`config.mk`:
```
export PLATFORM = sky130hd
export DESIGN_NAME = serial_parity_rx_flat
export DESIGN_NICKNAME = d
export VERILOG_FILES = /design/src/rtl/serial_pkg.sv /design/src/rtl/serial_parity_rx_if.sv /design/src/rtl/parity_acc.sv /design/src/rtl/serial_parity_rx.sv /design/src/flat_wrapper.sv
export SDC_FILE = /design/constraint.sdc
export NUM_CORES = 1
export LEC_CHECK = 0
export ABC_AREA = 1
export BUFFER_PORTS_ARGS = -buffer_cell sky130_fd_sc_hd__buf_2
export CORE_MARGIN = 2
export CORE_UTILIZATION = 45
export CTS_CLUSTER_SIZE = 30
export DETAILED_ROUTE_END_ITERATION = 16
export PLACE_DENSITY = 0.69
export REMOVE_ABC_BUFFERS = 1
export SLEW_MARGIN = 20
export SYNTH_ARGS = -nofsm -noshare
export SYNTH_HDL_FRONTEND = slang
export SYNTH_SLANG_ARGS = --single-unit
```
`constraint.sdc`:
```
create_clock -name clk -period 1.35 [get_ports clk]
set_input_delay 0.27 -clock clk [delete_from_list [all_inputs] [get_ports clk]]
set_output_delay 0.27 -clock clk [all_outputs]
set_load 0.02 [all_outputs]
```
`src/rtl/serial_pkg.sv`:
```
// Shared serial framing definitions: FSM state encoding and frame field widths.
// The matching transmitter reuses these so both ends agree on the frame layout.
package serial_pkg;

   typedef enum logic [1:0] {
      ST_IDLE   = 2'd0,
      ST_DATA   = 2'd1,
      ST_PARITY = 2'd2,
      ST_STOP   = 2'd3
   } rx_state_t;

   localparam int MAX_DATA_W = 16;
   localparam int START_W    = 1;
   localparam int PARITY_W   = 1;
   localparam int STOP_W     = 1;
   localparam int CNT_W      = $clog2(MAX_DATA_W + 1);

   localparam logic START_BIT = 1'b0;
   localparam logic STOP_BIT  = 1'b1;

   function automatic int frame_bits(input int data_w);
      return START_W + data_w + PARITY_W + STOP_W;
   endfunction

endpackage

```
`src/rtl/serial_parity_rx_if.sv`:
```
// Serial bit input plus received-word output bus of the parity receiver.
// Master drives the line and the ready; slave is the receiver.
interface serial_parity_rx_if #(
   parameter int DATA_W = 8
);
   logic              bit_valid;
   logic              bit_in;
   logic              out_ready;
   logic [DATA_W-1:0] data_out;
   logic              data_valid;
   logic              parity_err;
   logic              frame_err;
   logic              overrun;

   modport master (
      output bit_valid, bit_in, out_ready,
      input  data_out, data_valid, parity_err, frame_err, overrun
   );

   modport slave (
      input  bit_valid, bit_in, out_ready,
      output data_out, data_valid, parity_err, frame_err, overrun
   );
endinterface

```
`src/rtl/parity_acc.sv`:
```
// One-bit XOR accumulator with synchronous clear and enable.
// Clear wins over enable so a new frame always starts from zero.
module parity_acc (
   input  logic clk,
   input  logic rst_n,
   input  logic clr,
   input  logic en,
   input  logic d,
   output logic q
);
   logic x;

   xor u_xor (x, q, d);

   always_ff @(posedge clk) begin
      if (!rst_n || clr) begin
         q <= 1'b0;
      end else if (en) begin
         q <= x;
      end
   end
endmodule

```
`src/rtl/serial_parity_rx.sv`:
```
// Serial frame receiver: start, DATA_W bits LSB first, parity, stop; single holding register.
// Word appears one cycle after the stop bit; a frame arriving while the word is still held and not taken is dropped and flagged.
module serial_parity_rx
   import serial_pkg::*;
#(
   parameter bit ODD_PARITY = 1'b0,
   parameter int DATA_W     = 8
) (
   input  logic                clk,
   input  logic                rst_n,
   serial_parity_rx_if.slave   bus
);
   rx_state_t         state, state_nxt;
   logic [CNT_W-1:0]  cnt;
   logic [DATA_W-1:0] shreg;
   logic              par_q;
   logic              cnt_clr, shift_en, par_clr, par_en, frame_done;
   logic              last_data, load, drop;

   logic [DATA_W-1:0] dat_q;
   logic              vld_q, perr_q, ferr_q, ovr_q;

   assign last_data = (cnt == CNT_W'(DATA_W - 1));

   always_ff @(posedge clk) begin
      if (!rst_n) begin
         state <= ST_IDLE;
      end else begin
         state <= state_nxt;
      end
   end

   // Nothing advances without a bit strobe.
   always_comb begin
      state_nxt  = state;
      cnt_clr    = 1'b0;
      shift_en   = 1'b0;
      par_clr    = 1'b0;
      par_en     = 1'b0;
      frame_done = 1'b0;
      if (bus.bit_valid) begin
         case (state)
            ST_IDLE: begin
               if (bus.bit_in == START_BIT) begin
                  state_nxt = ST_DATA;
                  cnt_clr   = 1'b1;
                  par_clr   = 1'b1;
               end
            end
            ST_DATA: begin
               shift_en = 1'b1;
               par_en   = 1'b1;
               if (last_data) begin
                  state_nxt = ST_PARITY;
               end
            end
            ST_PARITY: begin
               par_en    = 1'b1;
               state_nxt = ST_STOP;
            end
            ST_STOP: begin
               frame_done = 1'b1;
               state_nxt  = ST_IDLE;
            end
            default: state_nxt = ST_IDLE;
         endcase
      end
   end

   always_ff @(posedge clk) begin
      if (!rst_n || cnt_clr) begin
         cnt <= '0;
      end else if (shift_en) begin
         cnt <= cnt + CNT_W'(1);
      end
   end

   // Right shift in at the MSB so the first data bit ends up at the LSB.
   generate
      if (DATA_W == 1) begin : g_shift1
         always_ff @(posedge clk) begin
            if (!rst_n) begin
               shreg <= '0;
            end else if (shift_en) begin
               shreg <= bus.bit_in;
            end
         end
      end else begin : g_shiftn
         always_ff @(posedge clk) begin
            if (!rst_n) begin
               shreg <= '0;
            end else if (shift_en) begin
               shreg <= {bus.bit_in, shreg[DATA_W-1:1]};
            end
         end
      end
   endgenerate

   parity_acc u_parity_acc (
      .clk   (clk),
      .rst_n (rst_n),
      .clr   (par_clr),
      .en    (par_en),
      .d     (bus.bit_in),
      .q     (par_q)
   );

   assign load = frame_done && (!vld_q || bus.out_ready);
   assign drop = frame_done && vld_q && !bus.out_ready;

   // par_q already folds in the parity bit by the time the stop bit arrives.
   always_ff @(posedge clk) begin
      if (!rst_n) begin
         dat_q  <= '0;
         vld_q  <= 1'b0;
         perr_q <= 1'b0;
         ferr_q <= 1'b0;
         ovr_q  <= 1'b0;
      end else begin
         if (load) begin
            dat_q  <= shreg;
            perr_q <= (par_q != ODD_PARITY);
            ferr_q <= (bus.bit_in != STOP_BIT);
            vld_q  <= 1'b1;
         end else if (vld_q && bus.out_ready) begin
            vld_q <= 1'b0;
         end
         if (drop) begin
            ovr_q <= 1'b1;
         end
      end
   end

   assign bus.data_out   = dat_q;
   assign bus.data_valid = vld_q;
   assign bus.parity_err = perr_q;
   assign bus.frame_err  = ferr_q;
   assign bus.overrun    = ovr_q;

endmodule

```
`src/flat_wrapper.sv`:
```
// flat-port wrapper written by rule: the top's interface ports become plain ports
module serial_parity_rx_flat import serial_pkg::*;
#(
   parameter bit ODD_PARITY = 1'b0,
   parameter int DATA_W     = 8
)
  (clk, rst_n, bus_bit_valid, bus_bit_in, bus_out_ready, bus_data_out, bus_data_valid, bus_parity_err, bus_frame_err, bus_overrun);
  serial_parity_rx_if #(.DATA_W(DATA_W)) bus_i ();
  input  logic clk;
  input  logic rst_n;
  input wire logic [$bits(bus_i.bit_valid)-1:0] bus_bit_valid;
  input wire logic [$bits(bus_i.bit_in)-1:0] bus_bit_in;
  input wire logic [$bits(bus_i.out_ready)-1:0] bus_out_ready;
  output wire logic [$bits(bus_i.data_out)-1:0] bus_data_out;
  output wire logic [$bits(bus_i.data_valid)-1:0] bus_data_valid;
  output wire logic [$bits(bus_i.parity_err)-1:0] bus_parity_err;
  output wire logic [$bits(bus_i.frame_err)-1:0] bus_frame_err;
  output wire logic [$bits(bus_i.overrun)-1:0] bus_overrun;
  assign bus_i.bit_valid = bus_bit_valid;
  assign bus_i.bit_in = bus_bit_in;
  assign bus_i.out_ready = bus_out_ready;
  assign bus_data_out = bus_i.data_out;
  assign bus_data_valid = bus_i.data_valid;
  assign bus_parity_err = bus_i.parity_err;
  assign bus_frame_err = bus_i.frame_err;
  assign bus_overrun = bus_i.overrun;
  serial_parity_rx #(.ODD_PARITY(ODD_PARITY), .DATA_W(DATA_W)) u_core (.clk(clk), .rst_n(rst_n), .bus(bus_i));
endmodule
```
==> results.md <==
- Run status: completed
- # nets final: 177
- Path category of the worst min-delay check: input pin to flip-flop
- Setup-failing EPs final: 0
- Average via count per standard cell: 4.98
- PortBufs: 16
- Most used standard cell by instance count after synthesis: sky130_fd_sc_hd__nor2_1
- Global-route wire length before repair: 3.47 mm
- Initial antenna violation count: 0
- Power per standard cell area: 1260 nW/um^2
- Pins Over Slew Limit: 0
- Complex-gate fraction of the synthesized area: 0.130
- Total power consumption of the routed design: 1.66 mW
- Unrepaired setup endpoints after global routing: no
- Number of H-tree levels: 1
- Number of buffers inserted for hold repair after clock tree synthesis: 0
- Largest net degree at the start of global routing: 23
- Fin crit share: 0.940
- Simple logic cell fraction of the synthesized area: 0.247
- Required time worst endpoint: 1620 ps
- Gate count of the mapped netlist: 146
- Mean cell area of the mapped netlist: 7.96 sq um
- 1st-pass router iterations: 4
- Post-CTS clock slew at the launch and capture registers of the worst setup and hold paths: 150 ps
- Layout overhead on the synthesized area: 14.0%
- Time the worst path needs with I/O delays and setup: 1270 ps
- Setup skew after layout: 3.43 ps
- Crit Path Category: flip-flop to flip-flop
- LEAKAGE: 0.607 nW
- Hpwl dp: 1.62 mm
- CTS tree: yes
- Post-detailed-routing wire length: 2.25 mm
- Sequential area share after synthesis: 0.482
- EDFF count, synth: 0
- Total CTS buffers: 3
- Startpoint type of the worst setup path: flip-flop
- Library cell occupying the most area in the post-synthesis netlist: sky130_fd_sc_hd__dfxtp_1
- Dominant combinational cell family by area after synthesis: simple AND/OR/NAND/NOR gates
- Total standard cell area after synthesis: 1160 sq um
- Ranking of synthesized cells by area: sky130_fd_sc_hd__dfxtp_1 (48%), sky130_fd_sc_hd__nor2_1 (14%), sky130_fd_sc_hd__o21ai_0 (7.3%)
- Worst Setup End Kind: flip-flop
- Ratio of cells with drive above 1 in the final layout: 0.200
- Worst reg-to-reg path cell count: 5
- Count of state elements after synthesis: 28
- Yosys synthesis warning count: 0
- Maximum vdd drop: 0.779 mV
- Yosys top cell area share: 0.482
- Worst relative slew slack: 0.790
- Via count: 971
- Remaining routing DRC violations: 0
- Mean routed wirelength per cell: 11.5 microns
- Last weighted congestion value of the routability-driven placer: 0.750
- GRT Residual Overflow: 0
- Maximum frequency from static timing analysis: 788 MHz
- Number of filler cells placed in the layout: 239
- Number of DRC violations after detailed-routing iteration 0: 13
- Data arrival at the endpoint of the critical path: 1540 ps
- Floorplan row count: 18
- Core box area: 2450 sq um
- Initial cell density of the core: 0.473
- Number of global-route vias before repair: 855
- Proportion of synthesized area in mux cells: 0
- Largest buffer count on any clock path: 2
- Slew @ Worst Pin: 314 ps
- Setup Buffers After CTS: 0
- Clk Latency, worst-skew pair: 330 ps
- Cell chosen for the clock root: sky130_fd_sc_hd__clkbuf_4
- Proportion of register bits with asynchronous set or reset after synthesis: 0
- CP Max Fanout: 5
- Ports: 17
- Clock sink count: 28
- Antenna Violating Nets Remaining: 0
- Count of different cell masters after synthesis: 23
- Flip-flop cell with the highest count after synthesis: sky130_fd_sc_hd__dfxtp_1
- Ranking of synthesized cells by instance count: sky130_fd_sc_hd__nor2_1 (42), sky130_fd_sc_hd__dfxtp_1 (28), sky130_fd_sc_hd__o21ai_0 (17), sky130_fd_sc_hd__nand2_1 (13), sky130_fd_sc_hd__inv_1 (9)
- Max-cap violations: 0
- Hold Crit Depth: 2
- Diode insertion count for antenna repair: 0
- Area enclosed by the die boundary: 3010 sq um
- Die Wd: 54.8 microns
- Global-route total usage across every layer: 0.167
- Vertical die dimension: 54.8 microns
- Final total negative setup slack: 0 ps
- Fraction of synthesized cell area in xor and xnor cells: 0.00753
- Final number of hold-violating endpoints: 0
- Post-synthesis adder-cell area fraction: 0.0646
[sequential cells by signal, summed over array words and instances (netlist names)]
signal,flops
u_core.state,2
u_core.u_parity_acc.q,1
u_core.bus.frame_err,1
u_core.bus.parity_err,1
u_core.bus.data_out,8
u_core.bus.overrun,1
u_core.bus.data_valid,1
u_core.cnt,5
u_core.shreg,8
[metal layers]
| layer | routed length, microns | GRT usage | vias to the layer above | part of all wire |
|---|---|---|---|---|
| met4 | 25 | 0.0708 | 0 | 0.011 |
| met3 | 82 | 0.0574 | 4 | 0.036 |
| li1 | - | - | 508 | - |
| met2 | 1180 | 0.308 | 16 | 0.53 |
| met5 | 0 | 0 | - | 0 |
| met1 | 959 | 0.167 | 443 | 0.43 |
[cells by family (layout without fill, tap and decap cells)]
| logic type | count (synthesis) | after routing |
|---|---|---|
| simple gates | 68 | 68 |
| compound gates | 28 | 28 |
| flops | 28 | 28 |
| buf+inv | 15 | 34 |
| fa+ha+maj | 6 | 6 |
| xor+xnor | 1 | 1 |
[path summary, 6_finish.rpt]
path                           endpoint  slack [ps]             startpoint
setup / recovery          u_core.cnt[3]          80        u_core.state[0]
hold / removal     u_core.bus.frame_err         170             bus_bit_in
hold reg to reg   u_core.u_parity_acc.q         470  u_core.u_parity_acc.q
setup reg to reg          u_core.cnt[3]          80        u_core.state[0]
[worst max-delay path, cell delays in order, from the launching register on]
cell and delay, ps:
sky130_fd_sc_hd__dfxtp_2 380, sky130_fd_sc_hd__inv_1 80, sky130_fd_sc_hd__ha_1 230, sky130_fd_sc_hd__nand3_1 130
sky130_fd_sc_hd__nand2_1 150, sky130_fd_sc_hd__nor3b_1 220
[power breakdown]
| group | switching [mW] | total (mW) | internal, mW |
|---|---|---|---|
| Clock | 0.248 | 0.549 | 0.301 |
| Combinational | 0.135 | 0.216 | 0.0805 |
| Sequential | 0.0296 | 0.900 | 0.870 |
[repair_timing]
action / CTS / global route
setup endpoints to repair: 0 / 6
hold endpoints to repair: 0 / 0
gates resized for setup: 0 / 4
[cells in the final DEF (no fill, tap or decap), types with 4 or more instances in the layout]
master / count
sky130_fd_sc_hd__a21oi_1: 7
sky130_fd_sc_hd__o21ai_0: 17
sky130_fd_sc_hd__inv_1: 8
sky130_fd_sc_hd__nor2_1: 42
sky130_fd_sc_hd__nand2_1: 13
sky130_fd_sc_hd__dfxtp_1: 26
sky130_fd_sc_hd__buf_4: 4
sky130_fd_sc_hd__ha_1: 5
sky130_fd_sc_hd__buf_2: 16
sky130_fd_sc_hd__nand3_1: 6
[stage by stage]
stage	area, sq um	setup slack [ps]	util	cells	hold WS [ps]
finish	1330	80.4	0.540	195	174
global route	1330	0.0163	0.540	195	177
CTS	1320	28.4	0.538	195	160
detailed placement	1270	55.2	0.516	191	457
global placement	1270	148	0.516	191	449
floorplan	1120	49.8	-	141	359
[layout make-up]
class	instances	area, sq um	share of cell area
clock buffers	3	22.5	0.0170
clock inverters	1	30.0	0.0227
inverters	10	37.5	0.0283
multi-input cells	103	524	0.396
flip-flops and latches	28	563	0.425
well taps	30	37.5	0.0283
repair buffers	20	110	0.0831
(Power assumes the default switching activity.)
